===== config.mk =====
export PLATFORM = sky130hd
export DESIGN_NAME = bcd_stopwatch_counter
export DESIGN_NICKNAME = d
export VERILOG_FILES = /design/src/rtl/bcd_stopwatch_counter_pkg.sv /design/src/rtl/bcd_stopwatch_counter_tick_prescaler.sv /design/src/rtl/bcd_stopwatch_counter.sv
export SDC_FILE = /design/constraint.sdc
export NUM_CORES = 1
export LEC_CHECK = 0
export BUFFER_PORTS_ARGS = -buffer_cell sky130_fd_sc_hd__buf_2
export CAP_MARGIN = 20
export CELL_PAD_IN_SITES_DETAIL_PLACEMENT = 0
export CELL_PAD_IN_SITES_GLOBAL_PLACEMENT = 1
export CORE_AREA = 4 4 92 68
export CTS_BUF_LIST = sky130_fd_sc_hd__clkbuf_4 sky130_fd_sc_hd__clkbuf_8
export DETAILED_ROUTE_END_ITERATION = 16
export DIE_AREA = 0 0 96 72
export PLACE_DENSITY_LB_ADDON = 0.1
export SYNTH_ARGS = -nofsm -noshare
export SYNTH_HDL_FRONTEND = slang
export SYNTH_SLANG_ARGS = --single-unit

===== constraint.sdc =====
create_clock -name CLOCK_50 -period 2.6 [get_ports CLOCK_50]
set_input_delay 0.26 -clock CLOCK_50 [delete_from_list [all_inputs] [get_ports CLOCK_50]]
set_output_delay 0.26 -clock CLOCK_50 [all_outputs]
set_load 0.03 [all_outputs]

===== src/rtl/bcd_stopwatch_counter_pkg.sv =====
// Shared types and helpers for the two-digit BCD stopwatch.
// Holds the control-state encoding and BCD nibble constants.
package stopwatch_pkg;

  typedef enum logic [1:0] {
    IDLE   = 2'd0,
    RUN    = 2'd1,
    PAUSED = 2'd2
  } state_e;

  localparam logic [3:0] BCD_MAX  = 4'd9;
  localparam logic [3:0] BCD_ZERO = 4'd0;

  function automatic logic [3:0] bcd_clamp(input logic [3:0] nib);
    if (nib > BCD_MAX) begin
      return BCD_MAX;
    end else begin
      return nib;
    end
  endfunction

endpackage


===== src/rtl/bcd_stopwatch_counter_tick_prescaler.sv =====
// Divides CLOCK_50 down to a one-cycle count tick every TICK_DIV cycles.
// en means "running during the next cycle"; the count itself advances while running.
module tick_prescaler #(
  parameter int TICK_DIV = 50000000
) (
  input  logic CLOCK_50,
  input  logic Resetn,
  input  logic en,
  input  logic clr,
  output logic tick
);

  localparam int CNT_W = $clog2(TICK_DIV);
  localparam logic [CNT_W-1:0] LAST = CNT_W'(TICK_DIV - 1);

  logic [CNT_W-1:0] cnt_q, cnt_d;
  logic             run_q;
  logic             tick_q, tick_d;

  // Next prescaler value; a partial period is kept while not running.
  always_comb begin
    cnt_d  = cnt_q;
    tick_d = 1'b0;
    if (clr) begin
      cnt_d = {CNT_W{1'b0}};
    end else if (run_q) begin
      cnt_d = (cnt_q == LAST) ? {CNT_W{1'b0}} : cnt_q + CNT_W'(1);
    end else begin
      cnt_d = cnt_q;
    end
    tick_d = en & ~clr & (cnt_d == LAST);
  end

  // Prescaler state registers.
  always_ff @(posedge CLOCK_50) begin
    if (!Resetn) begin
      cnt_q  <= {CNT_W{1'b0}};
      run_q  <= 1'b0;
      tick_q <= 1'b0;
    end else begin
      cnt_q  <= cnt_d;
      run_q  <= en;
      tick_q <= tick_d;
    end
  end

  assign tick = tick_q;

endmodule


===== src/rtl/bcd_stopwatch_counter.sv =====
// Two-digit BCD up/down stopwatch with run/pause control, clear and clamped load.
// Digits, wrap and running are registered; tick comes from the prescaler.
module bcd_stopwatch_counter
  import stopwatch_pkg::*;
#(
  parameter int TICK_DIV = 50000000
) (
  input  logic       CLOCK_50,
  input  logic       Resetn,
  input  logic       start_stop,
  input  logic       clear,
  input  logic       up,
  input  logic       load,
  input  logic [7:0] load_val,
  output logic [3:0] digit0,
  output logic [3:0] digit1,
  output logic       running,
  output logic       tick,
  output logic       wrap
);

  state_e     state_q, state_d;
  logic       ss_q;
  logic [3:0] d0_q, d0_d;
  logic [3:0] d1_q, d1_d;
  logic       wrap_q, wrap_d;
  logic       running_q;
  logic       ss_edge;
  logic       step;
  logic       tick_s;

  tick_prescaler #(.TICK_DIV(TICK_DIV)) u_prescaler (
    .CLOCK_50 (CLOCK_50),
    .Resetn   (Resetn),
    .en       (state_d == RUN),
    .clr      (clear | load),
    .tick     (tick_s)
  );

  // Next state and next digit values, in priority order clear > load > edge > tick.
  always_comb begin
    ss_edge = start_stop & ~ss_q;
    step    = tick_s & ~clear & ~load;
    state_d = state_q;
    d0_d    = d0_q;
    d1_d    = d1_q;
    wrap_d  = 1'b0;

    if (clear) begin
      state_d = IDLE;
    end else if (load) begin
      state_d = PAUSED;
    end else if (ss_edge) begin
      state_d = (state_q == RUN) ? PAUSED : RUN;
    end else begin
      state_d = state_q;
    end

    if (clear) begin
      d0_d = BCD_ZERO;
      d1_d = BCD_ZERO;
    end else if (load) begin
      d0_d = bcd_clamp(load_val[3:0]);
      d1_d = bcd_clamp(load_val[7:4]);
    end else if (step && up) begin
      if (d0_q >= BCD_MAX) begin
        d0_d = BCD_ZERO;
        if (d1_q >= BCD_MAX) begin
          d1_d   = BCD_ZERO;
          wrap_d = 1'b1;
        end else begin
          d1_d = d1_q + 4'd1;
        end
      end else begin
        d0_d = d0_q + 4'd1;
      end
    end else if (step) begin
      // Down count; out-of-range values cannot occur but still land on a legal digit.
      if (d0_q == BCD_ZERO || d0_q > BCD_MAX) begin
        d0_d = BCD_MAX;
        if (d1_q == BCD_ZERO || d1_q > BCD_MAX) begin
          d1_d   = BCD_MAX;
          wrap_d = 1'b1;
        end else begin
          d1_d = d1_q - 4'd1;
        end
      end else begin
        d0_d = d0_q - 4'd1;
      end
    end else begin
      d0_d = d0_q;
      d1_d = d1_q;
    end
  end

  // Control FSM and registered outputs.
  always_ff @(posedge CLOCK_50) begin
    if (!Resetn) begin
      state_q   <= IDLE;
      ss_q      <= 1'b0;
      d0_q      <= BCD_ZERO;
      d1_q      <= BCD_ZERO;
      wrap_q    <= 1'b0;
      running_q <= 1'b0;
    end else begin
      state_q   <= state_d;
      ss_q      <= start_stop;
      d0_q      <= d0_d;
      d1_q      <= d1_d;
      wrap_q    <= wrap_d;
      running_q <= (state_d == RUN);
    end
  end

  assign digit0  = d0_q;
  assign digit1  = d1_q;
  assign running = running_q;
  assign tick    = tick_s;
  assign wrap    = wrap_q;

endmodule


* Yosys cells after proc, flatten, opt, wreduce, memory -nomap -nowiden
Cells that the tools add are included.
Operators by class: div/mod/pow operators 0, multipliers 0, bitwise operators 11, reduce and logical (&&, ||, !) cells 10, order comparisons 6, multiplexer cells 27, add/subtract/negate cells 5, equal/unequal tests 5, shift-type cells 0
Operators with widths (count):
- two-way mux 26 bit | 3
- two-way mux 4 bit | 14
- equality test 26 bit (second input constant) | 2
- adder 26 x 1 -> 26 bit (second input constant) | 1
- greater-than comparator 4 bit (second input constant) | 4
- adder 4 x 1 -> 4 bit (second input constant) | 2
- greater-or-equal comparator 4 bit (second input constant) | 2
- logical NOT 4 bit | 2
- two-way mux 2 bit | 4
- subtractor 4 x 1 -> 4 bit (second input constant) | 2
- two-way mux 1 bit | 6
- nonzero test 3 bit | 2
- AND 1 bit | 5
- inverter 1 bit | 5
- equality test 2 x 1 -> 1 bit (second input constant) | 2
- inequality test 3 x 2 -> 1 bit (second input constant) | 1
- AND reduction 3 bit | 1
- OR reduction 3 bit | 1
- logical OR 1 bit | 2
- OR reduction 2 bit | 1
- logical AND 1 bit | 1
- bitwise OR 1 bit | 1
Storage, ports and cells: memories 0, ROM bits 0, bits in latches 0, memory bits (writable) 0, output and inout bits 11, register bits 40, bits of input ports 14, logic and storage cells 72

* Logic depth before layout (Yosys ltp)
depth in word-level cells 8, depth in mapped cells 9, gate-level depth less buffers 8

* Hierarchy
From an unflattened synthesis, not the netlist that was laid out.
Second synthesis, totals: cell total of the unflattened synthesis 314, area, all modules 2642.5 um^2
By module, submodules not included:
- tick_prescaler | sequential area each 560.5 um^2, instances 1, cells each 179, area each 1564.0 um^2
- bcd_stopwatch_counter | sequential area each 260.2 um^2, instances 1, cells each 135, area each 1078.5 um^2

* Worst setup path before layout
No wires, ideal clock.
path type flip-flop to flip-flop, start register u_prescaler.run_q, end register u_prescaler.cnt_q[24], clock period less this slack 2.075 ns, stages on the path, launching flop included 8, buffers on the path 1, setup time 0.117 ns, slack 0.525 ns, data required time 2.483 ns, data arrival time 1.958 ns, cell sequence dfxtp_1 -> buf_2 -> and4_1 -> nand2_1 -> nor4_4 -> or3b_1 -> xor2_1 -> nor2_1
On the way: cells in the longest elaborated chain, start to end 2
Ends and longest elaborated chain:
- start: declaration | RTL line bcd_stopwatch_counter_tick_prescaler.sv:17 | logic run_q;
- start signal: assignment | RTL line bcd_stopwatch_counter_tick_prescaler.sv:42 | run_q <= en;
- two-way mux 26 bit | RTL line bcd_stopwatch_counter_tick_prescaler.sv:26 | end else if (run_q) begin
- two-way mux 26 bit | RTL line bcd_stopwatch_counter_tick_prescaler.sv:24 | if (clr) begin
- end signal: assignment | RTL line bcd_stopwatch_counter_tick_prescaler.sv:37 | cnt_q <= {CNT_W{1'b0}};
- end signal: assignment | RTL line bcd_stopwatch_counter_tick_prescaler.sv:41 | cnt_q <= cnt_d;
- end: declaration | RTL line bcd_stopwatch_counter_tick_prescaler.sv:16 | logic [CNT_W-1:0] cnt_q, cnt_d;
No other way between the ends. A chain may end at the register's enable or synchronous reset.

* Final worst setup path
start register u_prescaler.cnt_q[0], end register u_prescaler.cnt_q[24]
On the way: cells in the longest elaborated chain, start to end 4, elaborated cells between the ends (all ways) 5, classes of those cells add/sub (1); eq/ne (1); mux (3)
Ends and longest elaborated chain:
- adder 26 x 1 -> 26 bit or equality test 26 bit (tied branches) | RTL line bcd_stopwatch_counter_tick_prescaler.sv:27 | cnt_d = (cnt_q == LAST) ? {CNT_W{1'b0}} : cnt_q + CNT_W'(1);
- two-way mux 26 bit * | RTL line bcd_stopwatch_counter_tick_prescaler.sv:27
- two-way mux 26 bit * | RTL line bcd_stopwatch_counter_tick_prescaler.sv:26
- two-way mux 26 bit * | RTL line bcd_stopwatch_counter_tick_prescaler.sv:24
Every way passes the cells marked *; elsewhere a longest branch is shown, timed or not.

==> results summary <==
The total placed instance area came out at 2570 sq um. The slack of the worst reg-to-reg path is 410 ps. After synthesis, the mean cell area works out to approximately 8 sq um. The tool flagged a number of max-cap violations equal to 0. The half-perimeter wire length after placement is between 4000 and 5000 um. The critical path data arrival time came out at approximately 2400 ps. The number of global-route vias before repair came out at roughly 1900. In this run, CTS created clock tree buffers numbering 5. The number of rows in the core area is 23. The via density per instance came out at 5.41.

The critical path goes through ha_1, and4_1, nand2_1, nor4_4, or3b_1, xor2_1, nor2_1. The capturing point of the worst reg2reg path is u_prescaler.cnt_q[24]. The DRC violation count after routing came out at 0.

In this run switching power makes up a little under a quarter of total power. Synthesis instantiated between 50 and 60 different standard cells from the library. In this run the remaining antenna-violating nets after routing total 0. The maximum single-stage delay on the critical path is slightly above 400 ps. The net count of the mapped netlist came out at 319.

The sum of negative setup slack is 0 ps. The worst slack at placement came out at 433 ps. Setup repair after global routing left no endpoint under its margin. The met3 demand-to-capacity share in global routing came out at around 3.4%. The number of buffers inserted by port buffering is 24. The post-route clock period utilization is between 80 and 90%. The final count of negative-setup-slack endpoints is 0.

The number of buffers and inverters on the critical path is 0. The overall power consumption came out at approximately 1.3 mW. For hold timing, the worst endpoint is ss_q.

By startpoint and endpoint, the worst setup path is classified as flip-flop to flip-flop. Based on the critical path, the design can be clocked at up to approximately 460 MHz. The ratio of total power to cell area is between 400 and 500 nW/um^2. The share of layout cells above drive strength 1 came out at a little over an eighth. The number of synthesis warnings is 0.

For met1 alone, demand over resource in global routing was roughly 29%. The internal power contribution is approximately 1.0 mW. The initial core utilization is between 40% and 50%. Across every metal layer, demand over resource in global routing totals around 17%. The overall die width came out at 96 um. After clock tree synthesis, the flow added hold-fix buffers numbering 0. The number of failing hold endpoints at the final stage came out at 0. Sequential cells account for between 40% and 50% of the total power. In this run the critical register-to-register path is launched from u_prescaler.cnt_q[0]. The register clock-pin slew on the reported worst setup and hold paths came out at ~80 ps. The number of buffers inserted to repair setup after CTS is 0. The routed layout has roughly 2100 vias.

The number of instances resized during post-cts repair is 0. The floorplan core area is around 5500 sq um. The area added between synthesis and finish is 13.3%. For this run, the number of standard cells in the final layout without fillers is slightly below 400. The count of H-tree levels built during CTS is 2. At the end of the flow, the number of nets in the layout was ~340. The share of total power in combinational logic is 9.4%.

The worst path needs about 2200 ps of the cycle, external delays included. The start point of the worst hold path is start_stop. The maximum number of pins on one net before global-route repair came out at 25. The number of stages on the worst hold path is 2. The library cell contributing the largest single delay on the critical path is sky130_fd_sc_hd__dfxtp_1. The final worst setup slack came out at 407 ps. The total iterations of the first detailed-routing run is 5. The average wire per cell in the routed design came out at 13.9 um. The clock passes through at most 2 buffers. The weighted congestion reported at the end of routability-driven placement is 0.798.

The clock network burns a little over two fifths of the power. The synthesized netlist occupies a cell area of ~2400 sq um. In this run, synthesis inferred 0 flip-flops with an integrated enable.

The maximum fanout encountered on the critical timing path came out at 5. The analysis attributes to cell leakage a power of between 0.9 and 1 nW. The max-slew violation total from the final report was 0.

The repair_antennas step left the layout with diodes totalling 0. The floorplan die area is between 6000 and 7000 sq um. From bottom edge to top edge, the die measures between 70 and 80 um. Summed over all layers, the global routing overflow is 0. Among all flip-flop cells after synthesis, the most frequent one is sky130_fd_sc_hd__dfxtp_1. For met2 alone, demand over resource in global routing was between 20% and 30%. The post-synthesis sequential area ratio came out at between 30% and 40%. Cells fill 49.1% of the core in the end. The clock skew after layout is between 9 and 10 ps. The worst hold margin is approximately 190 ps. The post-synthesis register bit count is 40.

The worst reg2reg path depth came out at 7. The starting DRC count in detailed routing is between 100 and 150. At the pin with the least slew margin, the transition time is a little under 400 ps. The clock drives 40 sinks.

Clock tree synthesis selected as its root buffer the cell sky130_fd_sc_hd__clkbuf_8. The total routed wirelength is between 5000 and 6000 um. STA classifies the critical path endpoint as a flip-flop. The worst path required time is between 2000 and 3000 ps. The wire length of the first global-routing pass is between 9000 and 10000 um.

The net switching power came out at between 0.2 and 0.3 mW. The final design area excluding fillers came out at 2700 sq um. The number of antenna violations at the first check in global routing came out at 0. STA classifies the critical path startpoint as a flip-flop. During I/O placement, the number of pins put on the boundary was 25.

The family with the most delay on the worst path is simple AND/OR/NAND/NOR gates. The share of flip-flops with an asynchronous set or reset after synthesis is 0%. The worst pin sits at a relative slew slack of 73.5%.

The number of placed instances, taps included, is 388. In this run the worst hold path is classified as input pin to flip-flop. The flow ran to the end, and the final reports show no timing, DRC or antenna violations. The clock insertion delay at the later pin of the skew report is approximately 290 ps. The maximum vdd ir drop came out at around 0.26 mV. In the synthesized netlist, the number of instances is 298. TritonCTS built the clock tree. The global-route layer with the greatest usage is met1.
## power groups by stage
| stage | sequential (mW) | combinational, mW | clock [mW] |
|---|---|---|---|
| 4_1_cts | 0.631 | 0.123 | 0.573 |
| 6_report | 0.631 | 0.122 | 0.550 |
| 2_1_floorplan | 0.650 | 0.0728 | 0 |
| 3_3_place_gp | 0.646 | 0.123 | 0 |
| 3_5_place_dp | 0.645 | 0.122 | 0 |
| 5_1_grt | 0.632 | 0.136 | 0.592 |
## layout by cell type (no fill, tap or decap), types with 2 or more instances in the layout
cell	instances
sky130_fd_sc_hd__xor2_1	14
sky130_fd_sc_hd__ha_1	7
sky130_fd_sc_hd__o311ai_0	2
sky130_fd_sc_hd__nor4_1	4
sky130_fd_sc_hd__inv_1	8
sky130_fd_sc_hd__buf_2	24
sky130_fd_sc_hd__nor3_1	7
sky130_fd_sc_hd__and3_1	8
sky130_fd_sc_hd__and2_1	5
sky130_fd_sc_hd__nand2b_1	7
sky130_fd_sc_hd__nand3_1	7
sky130_fd_sc_hd__nand4_1	14
sky130_fd_sc_hd__a21o_1	2
sky130_fd_sc_hd__nor3b_1	3
sky130_fd_sc_hd__o31a_1	2
sky130_fd_sc_hd__nand2_1	29
sky130_fd_sc_hd__nor2b_1	3
sky130_fd_sc_hd__and4_1	6
sky130_fd_sc_hd__o21a_1	2
sky130_fd_sc_hd__a211oi_1	7
sky130_fd_sc_hd__xnor2_1	13
sky130_fd_sc_hd__buf_4	6
sky130_fd_sc_hd__a31oi_1	2
sky130_fd_sc_hd__or3_1	3
sky130_fd_sc_hd__nor2_1	40
sky130_fd_sc_hd__a21oi_1	15
sky130_fd_sc_hd__o21ai_0	9
sky130_fd_sc_hd__clkbuf_8	7
sky130_fd_sc_hd__dfxtp_1	40
## cell usage after synthesis, drive strengths merged (2+ instances only)
cell type   n  share of area (%)
dfxtp      40                 34
ha          7                3.7
a21oi      15                3.1
a21o        2               0.63
nor2b       3               0.79
nor4        5                1.9
and2        5                1.3
o311ai      2               0.74
nand4      14                3.7
nand3       7                1.5
buf        10                2.3
o31a        2               0.74
clkbuf      5               0.79
a31oi       2               0.52
xnor2      13                4.8
o21ai      10                2.1
and4        6                2.2
a211oi      7                2.2
nor2       40                6.3
inv         8                1.3
and3        8                2.1
xor2       14                5.1
nand2b      7                1.8
o21a        2               0.63
nand2      29                4.6
or3         3               0.79
or3b        2               0.74
nor3        7                1.5
nor3b       3               0.94
## layer usage
metal / vias to the layer above / share of wire [%]
met4: 0 / 0.29
met2: 52 / 37
met1: 976 / 57
li1: 1112 / -
met5: - / 0
met3: 2 / 5.1
## worst register-to-register path, cell delays in order (launching register included)
cell and delay (ps):
sky130_fd_sc_hd__dfxtp_1 410, sky130_fd_sc_hd__ha_1 260, sky130_fd_sc_hd__and4_1 300, sky130_fd_sc_hd__nand2_1 150
sky130_fd_sc_hd__nor4_4 380, sky130_fd_sc_hd__or3b_1 390, sky130_fd_sc_hd__xor2_1 140, sky130_fd_sc_hd__nor2_1 50
## kinds of logic after synthesis
| logic type | after synthesis | share of synthesized area (%) |
|---|---|---|
| multiplexers | 2 | 0.892 |
| adder cells (fa/ha/maj) | 7 | 3.67 |
| AND/OR/NAND/NOR | 144 | 32.0 |
| AO/OA/AOI/OAI | 55 | 15.6 |
| XOR/XNOR | 27 | 9.92 |
| flip-flops | 40 | 33.6 |
| buffers and inverters | 23 | 4.36 |
## final cells by class
cell class	count	area (sq um)
sequential	40	801
inverter	8	30.0
tap	75	93.8
timing repair buffer	30	165
fill	545	2800
clock inverter	1	30.0
clock buffer	7	96.3
multi-input combinational	235	1490
## state kept, by name, summed over array words and instances (netlist names)
name,cells
digit0,4
digit1,4
ss_q,1
state_q,2
u_prescaler.cnt_q,26
u_prescaler.run_q,1
u_prescaler.tick,1
wrap,1
## worst max path at each step
stage | start | end | slack [ps] | cells after the start
after global routing | u_prescaler.cnt_q[0] | u_prescaler.cnt_q[13] | 180 | 8
final | u_prescaler.cnt_q[0] | u_prescaler.cnt_q[24] | 410 | 7
after floorplan | u_prescaler.run_q | u_prescaler.cnt_q[24] | 520 | 7
after global placement | u_prescaler.cnt_q[0] | u_prescaler.cnt_q[19] | 490 | 8
after detailed placement | u_prescaler.cnt_q[0] | u_prescaler.cnt_q[24] | 430 | 7
after CTS | u_prescaler.cnt_q[0] | u_prescaler.cnt_q[24] | 420 | 7
No activity file was read; power rests on OpenSTA's default activity.
